[config.mk]
export PLATFORM = sky130hd
export DESIGN_NAME = seq_gen_serial_tx
export DESIGN_NICKNAME = d
export VERILOG_FILES = /design/src/rtl/seq_gen_pkg.sv /design/src/rtl/seq_gen_piso.sv /design/src/rtl/seq_gen_serial_tx.sv
export SDC_FILE = /design/constraint.sdc
export NUM_CORES = 1
export LEC_CHECK = 0
export CORE_MARGIN = 5
export CORE_UTILIZATION = 55
export DETAILED_ROUTE_END_ITERATION = 10
export PLACE_DENSITY = 0.81
export SLEW_MARGIN = 20
export SYNTH_ARGS = -nofsm -noshare
export SYNTH_HDL_FRONTEND = slang
export SYNTH_SLANG_ARGS = --single-unit
[constraint.sdc]
create_clock -name Clock -period 4.75 [get_ports Clock]
set_input_delay 0.7125 -clock Clock [delete_from_list [all_inputs] [get_ports Clock]]
set_output_delay 0.7125 -clock Clock [all_outputs]
set_load 0.01 [all_outputs]
[src/rtl/seq_gen_pkg.sv]
// seq_gen_pkg
//   Shared types and constants for the serial pattern transmitter and the
//   detector benches that consume its output.
//   - state_t       : transmitter FSM states (prefixed to stay clear of the
//                     GAP parameter name used by the top module)
//   - DEF_*         : default parameter values
//   - PAT_0011      : reference pattern for the 0011 sequence detector
package seq_gen_pkg;

    typedef enum logic [1:0] {
        ST_IDLE  = 2'd0,
        ST_SHIFT = 2'd1,
        ST_GAP   = 2'd2
    } state_t;

    localparam int         DEF_WIDTH      = 4;
    localparam int         DEF_CNT_W      = 8;
    localparam logic       DEF_IDLE_LEVEL = 1'b1;
    localparam logic [3:0] PAT_0011       = 4'b0011;

endpackage

[src/rtl/seq_gen_piso.sv]
// seq_gen_piso
//   WIDTH-bit parallel-in serial-out shift register, MSB first.
//   Ports:
//     clk   : rising-edge clock
//     rst   : asynchronous active-high reset (clears the register)
//     load  : capture din (takes priority over shift)
//     shift : shift left by one, zero-filling the LSB
//     din   : parallel load value
//     msb   : current MSB of the register
module seq_gen_piso #(
    parameter int WIDTH = 4
) (
    input  logic             clk,
    input  logic             rst,
    input  logic             load,
    input  logic             shift,
    input  logic [WIDTH-1:0] din,
    output logic             msb
);

    logic [WIDTH-1:0] shift_reg;

    always_ff @(posedge clk or posedge rst) begin
        if (rst) begin
            shift_reg <= '0;
        end else if (load) begin
            shift_reg <= din;
        end else if (shift) begin
            shift_reg <= {shift_reg[WIDTH-2:0], 1'b0};
        end
    end

    assign msb = shift_reg[WIDTH-1];

endmodule

[src/rtl/seq_gen_serial_tx.sv]
// seq_gen_serial_tx
//   Serial pattern transmitter feeding the w input of a sequence detector.
//   A pattern word is accepted on start && ready and shifted out MSB-first,
//   repeated count times (0 means once) with GAP idle cycles between repeats.
//   Ports:
//     Clock   : rising-edge clock
//     Reset   : asynchronous active-high reset
//     start   : transmit request, accepted when ready is high
//     data    : pattern word, captured on acceptance
//     count   : repeat count, captured on acceptance
//     ready   : high only while idle
//     w       : serial bit to the detector (IDLE_LEVEL when not transmitting)
//     w_valid : high while w carries a pattern bit
//     done    : one-cycle pulse in the first idle cycle after the last bit
module seq_gen_serial_tx
    import seq_gen_pkg::*;
#(
    parameter int   WIDTH      = DEF_WIDTH,
    parameter int   CNT_W      = DEF_CNT_W,
    parameter int   GAP        = 0,
    parameter logic IDLE_LEVEL = DEF_IDLE_LEVEL
) (
    input  logic             Clock,
    input  logic             Reset,
    input  logic             start,
    input  logic [WIDTH-1:0] data,
    input  logic [CNT_W-1:0] count,
    output logic             ready,
    output logic             w,
    output logic             w_valid,
    output logic             done
);

    localparam int BIT_W = $clog2(WIDTH);
    localparam int GAP_W = (GAP > 1) ? $clog2(GAP) : 1;

    state_t           state, state_nxt;
    logic [BIT_W-1:0] bit_cnt, bit_nxt;
    logic [CNT_W-1:0] rep_cnt, rep_nxt;
    logic [GAP_W-1:0] gap_cnt, gap_nxt;
    logic [WIDTH-1:0] hold_reg;
    logic [WIDTH-1:0] load_val;
    logic             load, shift, done_nxt, msb;

    always_comb begin
        state_nxt = state;
        bit_nxt   = bit_cnt;
        rep_nxt   = rep_cnt;
        gap_nxt   = gap_cnt;
        load      = 1'b0;
        shift     = 1'b0;
        done_nxt  = 1'b0;
        // The first load takes the live input; repeats reload the held copy.
        load_val  = (state == ST_IDLE) ? data : hold_reg;

        case (state)
            ST_IDLE: begin
                if (start && ready) begin
                    load      = 1'b1;
                    rep_nxt   = (count == '0) ? CNT_W'(1) : count;
                    bit_nxt   = BIT_W'(WIDTH - 1);
                    state_nxt = ST_SHIFT;
                end
            end
            ST_SHIFT: begin
                if (bit_cnt == '0) begin
                    if (rep_cnt > CNT_W'(1)) begin
                        rep_nxt = rep_cnt - CNT_W'(1);
                        load    = 1'b1;
                        bit_nxt = BIT_W'(WIDTH - 1);
                        if (GAP != 0) begin
                            gap_nxt   = GAP_W'(GAP - 1);
                            state_nxt = ST_GAP;
                        end
                    end else begin
                        state_nxt = ST_IDLE;
                        done_nxt  = 1'b1;
                    end
                end else begin
                    shift   = 1'b1;
                    bit_nxt = bit_cnt - BIT_W'(1);
                end
            end
            ST_GAP: begin
                // Shift register was already reloaded on entry to GAP.
                if (gap_cnt == '0) begin
                    state_nxt = ST_SHIFT;
                end else begin
                    gap_nxt = gap_cnt - GAP_W'(1);
                end
            end
            default: begin
                state_nxt = ST_IDLE;
            end
        endcase
    end

    always_ff @(posedge Clock or posedge Reset) begin
        if (Reset) begin
            state   <= ST_IDLE;
            bit_cnt <= '0;
            rep_cnt <= '0;
            gap_cnt <= '0;
            ready   <= 1'b1;
            w_valid <= 1'b0;
            done    <= 1'b0;
        end else begin
            state   <= state_nxt;
            bit_cnt <= bit_nxt;
            rep_cnt <= rep_nxt;
            gap_cnt <= gap_nxt;
            ready   <= (state_nxt == ST_IDLE);
            w_valid <= (state_nxt == ST_SHIFT);
            done    <= done_nxt;
        end
    end

    // Pattern copy used for repeats; pure data, so no reset.
    always_ff @(posedge Clock) begin
        if (state == ST_IDLE && start && ready) begin
            hold_reg <= data;
        end
    end

    seq_gen_piso #(
        .WIDTH(WIDTH)
    ) u_piso (
        .clk  (Clock),
        .rst  (Reset),
        .load (load),
        .shift(shift),
        .din  (load_val),
        .msb  (msb)
    );

    // w is a select between two flops (w_valid and the shift-register MSB),
    // so it has no combinational path from any input.
    assign w = w_valid ? msb : IDLE_LEVEL;

endmodule

==> flow_metrics.env, run 1 <==
export IMPL_yosys_most_used_dff="dfrtp_1"
export IMPL_route_detailed_drc=0
export IMPL_core_mm2=0.002212
export IMPL_worst_path_buf_inv=1
export IMPL_met3WireLength_um=165
export IMPL_die_h_um=58.03
export IMPL_syn_nets=142
export IMPL_top_layer="met4"
export IMPL_r2r_end="rep_cnt[0]$_DFFE_PP0P_"
export IMPL_layout_common_cells="dfrtp_1 (18), clkdlybuf4s50_1 (18), a21oi_1 (9), nor2_1 (9), inv_1 (8)"
export IMPL_start_util_pct=57.35
export IMPL_io_buffers=18
export IMPL_max_cap_violations=0
export IMPL_syn_avg_cell_area_um2=10.23
export IMPL_worstHoldEndpoint="bit_cnt[0]$_DFFE_PP0P_"
export IMPL_cts_max_level=1
export IMPL_cp_top_family="flip-flops"
export IMPL_routed_wirelength_um=2748
export IMPL_clock_path_buffers=2
export IMPL_syn_area_mm2=0.001269
export IMPL_hold_viol_final=0
export IMPL_grt_pass1_wl_um=4864
export IMPL_vias=1077
export IMPL_viasPerCell=6.298
export IMPL_async_reset_ff_share_pct=82.61
export IMPL_grt_max_degree=20
export IMPL_syn2layout_area_growth_pct=17.36
export IMPL_cts_hold_fix_buffers=0
export IMPL_grt_pass1_vias=1046
export IMPL_synth_distinct_cells=45
export IMPL_cpMaxStageDelayCell="dfstp_2"
export IMPL_clock_latency_ns=0.31
export IMPL_antenna_found_initial=0
export IMPL_rows=17
export IMPL_largest_register_ffs=8
export IMPL_nNetsFinal=162
export IMPL_r2r_start="rep_cnt[0]$_DFFE_PP0P_"
export IMPL_p_leak_nw=0.6026
export IMPL_r2r_cells=6
export IMPL_slew_headroom_pct=51.09
export IMPL_synth_edff_count=4
export IMPL_die_area_mm2=0.003367
export IMPL_required_ns=4.04
export IMPL_r2r_setup_slack_ns=2.76
export IMPL_wl_met1_um=1176
export IMPL_pwr_density_cell_mw_per_mm2=485.6
export IMPL_yosysTopAreaCell="dfrtp_1"
export IMPL_synthTopCellsByArea="dfrtp_1 (36%), edfxtp_1 (9.5%), mux2i_1 (4.7%)"
export IMPL_path_class="register to output port"
export IMPL_track_usage_pct=18.73
export IMPL_cts_clk_slew_worst_paths_ns=0.12
export IMPL_rsz0062_at_grt="false"
export IMPL_dieWidth_um=58.03
export IMPL_drt_iter0_drc=49
export IMPL_cts_sinks=23
export IMPL_worstSetupStartpointType="register"
export IMPL_antenna_cells=0
export IMPL_fin_skew_ns=0.006213
export IMPL_drv_slew=0
export IMPL_total_power_mw=0.7230
export IMPL_cts_tree="yes"
export IMPL_min_from="bit_cnt[0]$_DFFE_PP0P_"
export IMPL_gp_congestion=0.7651
export IMPL_seq_area_frac_synth_pct=47.04
export IMPL_holdPathStages=1
export IMPL_layout_drive_gt1_share_pct=9.790
export IMPL_ir_worst_vdd_mv=0.3115
export IMPL_root_buffer="clkbuf_4"
export IMPL_dr_wl_met2_um=1328
export IMPL_dp_hpwl_um=2017
export IMPL_cp_data_arrival_time_ns=1.44
export IMPL_fin_crit_sh_pct=45.26
export IMPL_crit_fanout=3
export IMPL_grt_ovfl_total=0
export IMPL_setup_viol=0
export IMPL_cp_cell_sequence="clkdlybuf4s50_1"
export IMPL_outcome="finished, final reports clean"
export IMPL_io_pins=19
export IMPL_netlist_instances=124
export IMPL_first_pass_iters=4
export IMPL_cpPeakStageDelay_ns=0.58
export IMPL_synth_warnings=0
export IMPL_synth_top_area_share_pct=35.50
export IMPL_fin_tns_setup_ns=0
export IMPL_worstMarginPinSlew_ns=0.7328
export IMPL_fmax_mhz=465.2
export IMPL_wl_per_cell_um=16.07
export IMPL_hp_class="register to register"
export IMPL_cts_inserted_buffers=3
export IMPL_finalCriticalPeriod_ns=2.150
export IMPL_ys_ff_latch=23
export IMPL_postRouteAntennaNets=0
export IMPL_cts_resized=0
export IMPL_worstSetupEndpointType="output port"
export IMPL_postCtsSetupBuffers=0
## worst max path at each step
stage	start	endpoint	slack, ns	depth (start not counted)
2_1_floorplan	rep_cnt[0]$_DFFE_PP0P_	u_piso.shift_reg[2]$_DFFE_PP0P_	3.02	6
3_3_place_gp	start	rep_cnt[3]$_DFFE_PP0P_	2.60	6
3_5_place_dp	start	rep_cnt[3]$_DFFE_PP0P_	2.56	6
4_1_cts	ready$_DFF_PP1_	ready	2.58	1
5_1_grt	ready$_DFF_PP1_	ready	2.55	1
6_report	ready$_DFF_PP1_	ready	2.60	1
## power breakdown
part | switching (mW) | leakage (nW) | internal (mW)
Sequential | 0.0763 | 0.259 | 0.270
Clock | 0.0556 | 0.0150 | 0.0328
Combinational | 0.158 | 0.328 | 0.130
## logic make-up (layout without fill, tap and decap cells)
family          Yosys count  after routing  synth area share [%]
mux                       6              6                 4.734
fa+ha+maj                 3              3                 2.959
flops                    23             23                 47.04
simple gates             38             38                 18.05
other cells               1              1                0.2956
compound gates           41             41                 22.59
buf+inv                  12             31                 4.339
## synthesized netlist by cell type, drive strengths merged (2+ instances only)
master	instances
a21oi	11
a22oi	3
a31o	2
a31oi	2
a41oi	2
buf	3
dfrtp	18
edfxtp	4
ha	3
inv	9
mux2i	6
nand2	5
nand2b	2
nand3	4
nor2	11
nor3	6
nor4	3
o211ai	3
o21ai	6
o22ai	3
or3	2
## layout make-up
| type | instances | area, um^2 |
|---|---|---|
| fillers | 190 | 723.2 |
| multi-input cells | 89 | 616.8 |
| flip-flops and latches | 23 | 596.8 |
| well taps | 28 | 35.03 |
| repair buffers | 18 | 180.2 |
| clock buffers | 4 | 26.28 |
| inverters | 9 | 33.78 |
## stage by stage
stage	instance area, um^2	hold slack, ns	util, %	setup WS (ns)	std cells
floorplan	1269	0.4445	-	3.023	124
global placement	1463	0.4639	66.12	2.598	167
detailed placement	1463	0.4866	66.12	2.560	167
CTS	1489	0.5062	67.31	2.579	171
global route	1489	0.5447	67.31	2.554	171
finish	1489	0.5066	67.31	2.600	171
## routing by layer
layer  vias to the layer above  GRT usage [%]
li1                        506              -
met1                       523          24.58
met2                        42          29.52
met3                         6          3.341
met4                         0          9.603
met5                         -              0
(Power assumes the default switching activity.)
==> inputs of run 2 (changes only) <==
- CORE_UTILIZATION: 55 -> 53
- PLACE_DENSITY: 0.81 -> 0.78
- clock period: 4.75 -> 2.2 ns (I/O delays scaled with it)
==> flow_metrics.env, run 2 (synthesis gave the netlist of run 1 again) <==
export IMPL_routed_wirelength_um=2745
export IMPL_drv_slew=0
export IMPL_worstMarginPinSlew_ns=0.7283
export IMPL_die_h_um=58.93
export IMPL_nNetsFinal=162
export IMPL_swShare_pct=40.69
export IMPL_hold_viol_final=0
export IMPL_outcome="finished, final reports clean"
export IMPL_antenna_found_initial=0
export IMPL_largest_register_ffs=8
export IMPL_cts_sinks=23
export IMPL_cts_tree="yes"
export IMPL_final_cells=171
export IMPL_fin_skew_ns=0.0006508
export IMPL_cts_clk_slew_worst_paths_ns=0.13
export IMPL_max_cap_violations=0
export IMPL_r2r_end="rep_cnt[5]$_DFFE_PP0P_"
export IMPL_track_usage_pct=16.87
export IMPL_layout_common_cells="dfrtp_1 (18), clkdlybuf4s50_1 (18), a21oi_1 (9), nor2_1 (9), inv_1 (8)"
export IMPL_placedCellCount=167
export IMPL_cts_resized=0
export IMPL_crit_fanout=7
export IMPL_dieWidth_um=58.93
export IMPL_fin_tns_setup_ns=0
export IMPL_io_pins=19
export IMPL_internal_power_mw=0.9338
export IMPL_gp_congestion=0.8152
export IMPL_pwr_density_cell_mw_per_mm2=1055
export IMPL_postCtsSetupBuffers=0
export IMPL_layout_drive_gt1_share_pct=10.49
export IMPL_hp_class="primary input to async pin"
export IMPL_dp_slack_ns=0.3197
export IMPL_grt_pass1_wl_um=4574
export IMPL_r2r_start="rep_cnt[0]$_DFFE_PP0P_"
export IMPL_cp_data_arrival_time_ns=2.14
export IMPL_worstSetupStartpointType="register"
export IMPL_switching_power_mw=0.6407
export IMPL_dp_hpwl_um=2066
export IMPL_first_pass_iters=4
export IMPL_viasPerCell=6.187
export IMPL_cts_max_level=1
export IMPL_root_buffer="clkbuf_4"
export IMPL_start_util_pct=56.27
export IMPL_wl_per_cell_um=16.05
export IMPL_holdWs_ns=0.4097
export IMPL_finalCriticalPeriod_ns=1.908
export IMPL_power_frac_clock_pct=13.1
export IMPL_clock_latency_ns=0.32
export IMPL_fmax_mhz=524.2
export IMPL_cts_inserted_buffers=3
export IMPL_slew_headroom_pct=51.39
export IMPL_required_ns=2.43
export IMPL_grt_pass1_vias=1070
export IMPL_combPwrFrac_pct=39.8
export IMPL_clock_path_buffers=2
export IMPL_grt_ovfl_total=0
export IMPL_power_frac_seq_pct=47.1
export IMPL_worst_slack_ns=0.2923
export IMPL_final_util_pct=66.20
export IMPL_core_mm2=0.002255
export IMPL_r2r_cells=6
export IMPL_antenna_cells=0
export IMPL_postRouteAntennaNets=0
export IMPL_drt_iter0_drc=25
export IMPL_cts_hold_fix_buffers=0
export IMPL_r2r_setup_slack_ns=0.29
export IMPL_syn2layout_area_growth_pct=17.65
export IMPL_path_class="register to register"
export IMPL_p_leak_nw=0.6015
export IMPL_rows=17
export IMPL_worstSetupEndpointType="register"
export IMPL_fin_crit_sh_pct=86.71
export IMPL_die_area_mm2=0.003472
export IMPL_grt_max_degree=20
export IMPL_io_buffers=18
export IMPL_rsz0062_at_grt="false"
export IMPL_route_detailed_drc=0
export IMPL_setup_viol=0
export IMPL_vias=1058
export IMPL_ir_worst_vdd_mv=0.5789
==> run 2: cell types whose count changed in the layout (fill, tap and decap cells not counted), sizes merged <==
cell / previous run / this run
clkinvlp: 0 / 1
clkbuf: 4 / 3
==> run 2: cell type report <==
class / instances / area, um^2
sequential: 23 / 596.8
timing repair buffer: 18 / 180.2
inverter: 9 / 33.78
clock buffer: 3 / 22.52
multi-input combinational: 89 / 616.8
tap: 28 / 35.03
clock inverter: 1 / 7.507
fill: 197 / 762.0
==> run 2: critical path, cell delays in order (launching register included) <==
cell and delay (ns):
dfrtp_1 0.45, inv_1 0.07, ha_1 0.27, or2_1 0.30
a31oi_1 0.34, nor2_2 0.16, o22a_1 0.23
==> run 2: worst max path at each step <==
stage                                 startpoint                         endpoint  slack (ns)
final                     rep_cnt[0]$_DFFE_PP0P_           rep_cnt[5]$_DFFE_PP0P_        0.29
after global routing      rep_cnt[0]$_DFFE_PP0P_           rep_cnt[5]$_DFFE_PP0P_        0.12
after CTS                 rep_cnt[0]$_DFFE_PP0P_           rep_cnt[5]$_DFFE_PP0P_        0.29
after detailed placement  rep_cnt[0]$_DFFE_PP0P_           rep_cnt[5]$_DFFE_PP0P_        0.32
after global placement    rep_cnt[0]$_DFFE_PP0P_           rep_cnt[5]$_DFFE_PP0P_        0.37
after floorplan           rep_cnt[0]$_DFFE_PP0P_  u_piso.shift_reg[2]$_DFFE_PP0P_        0.47
==> run 2: power by group through the flow <==
| stage | Sequential [mW] | Combinational [mW] | Clock (mW) |
|---|---|---|---|
| 4_1_cts | 0.743 | 0.627 | 0.212 |
| 6_report | 0.742 | 0.627 | 0.206 |
| 3_5_place_dp | 0.751 | 0.625 | 0 |
| 5_1_grt | 0.763 | 0.695 | 0.226 |
| 2_1_floorplan | 0.721 | 0.453 | 0 |
| 3_3_place_gp | 0.747 | 0.605 | 0 |
==> run 2: through the flow <==
stage | instance area (um^2) | power, mW
finish | 1493 | 1.575
CTS | 1493 | 1.583
global placement | 1463 | 1.352
global route | 1493 | 1.684
floorplan | 1269 | 1.174
detailed placement | 1463 | 1.376
==> run 2: layer usage <==
| layer | share of wire (%) | GRT usage, % | up-vias | routed length, um |
|---|---|---|---|---|
| met1 | 43 | 20.41 | 507 | 1180 |
| met5 | 0 | 0 | - | 0 |
| met2 | 50 | 29.02 | 36 | 1375 |
| met3 | 6.4 | 5.702 | 3 | 176 |
| li1 | - | - | 512 | - |
| met4 | 0.47 | 3.560 | 0 | 13 |
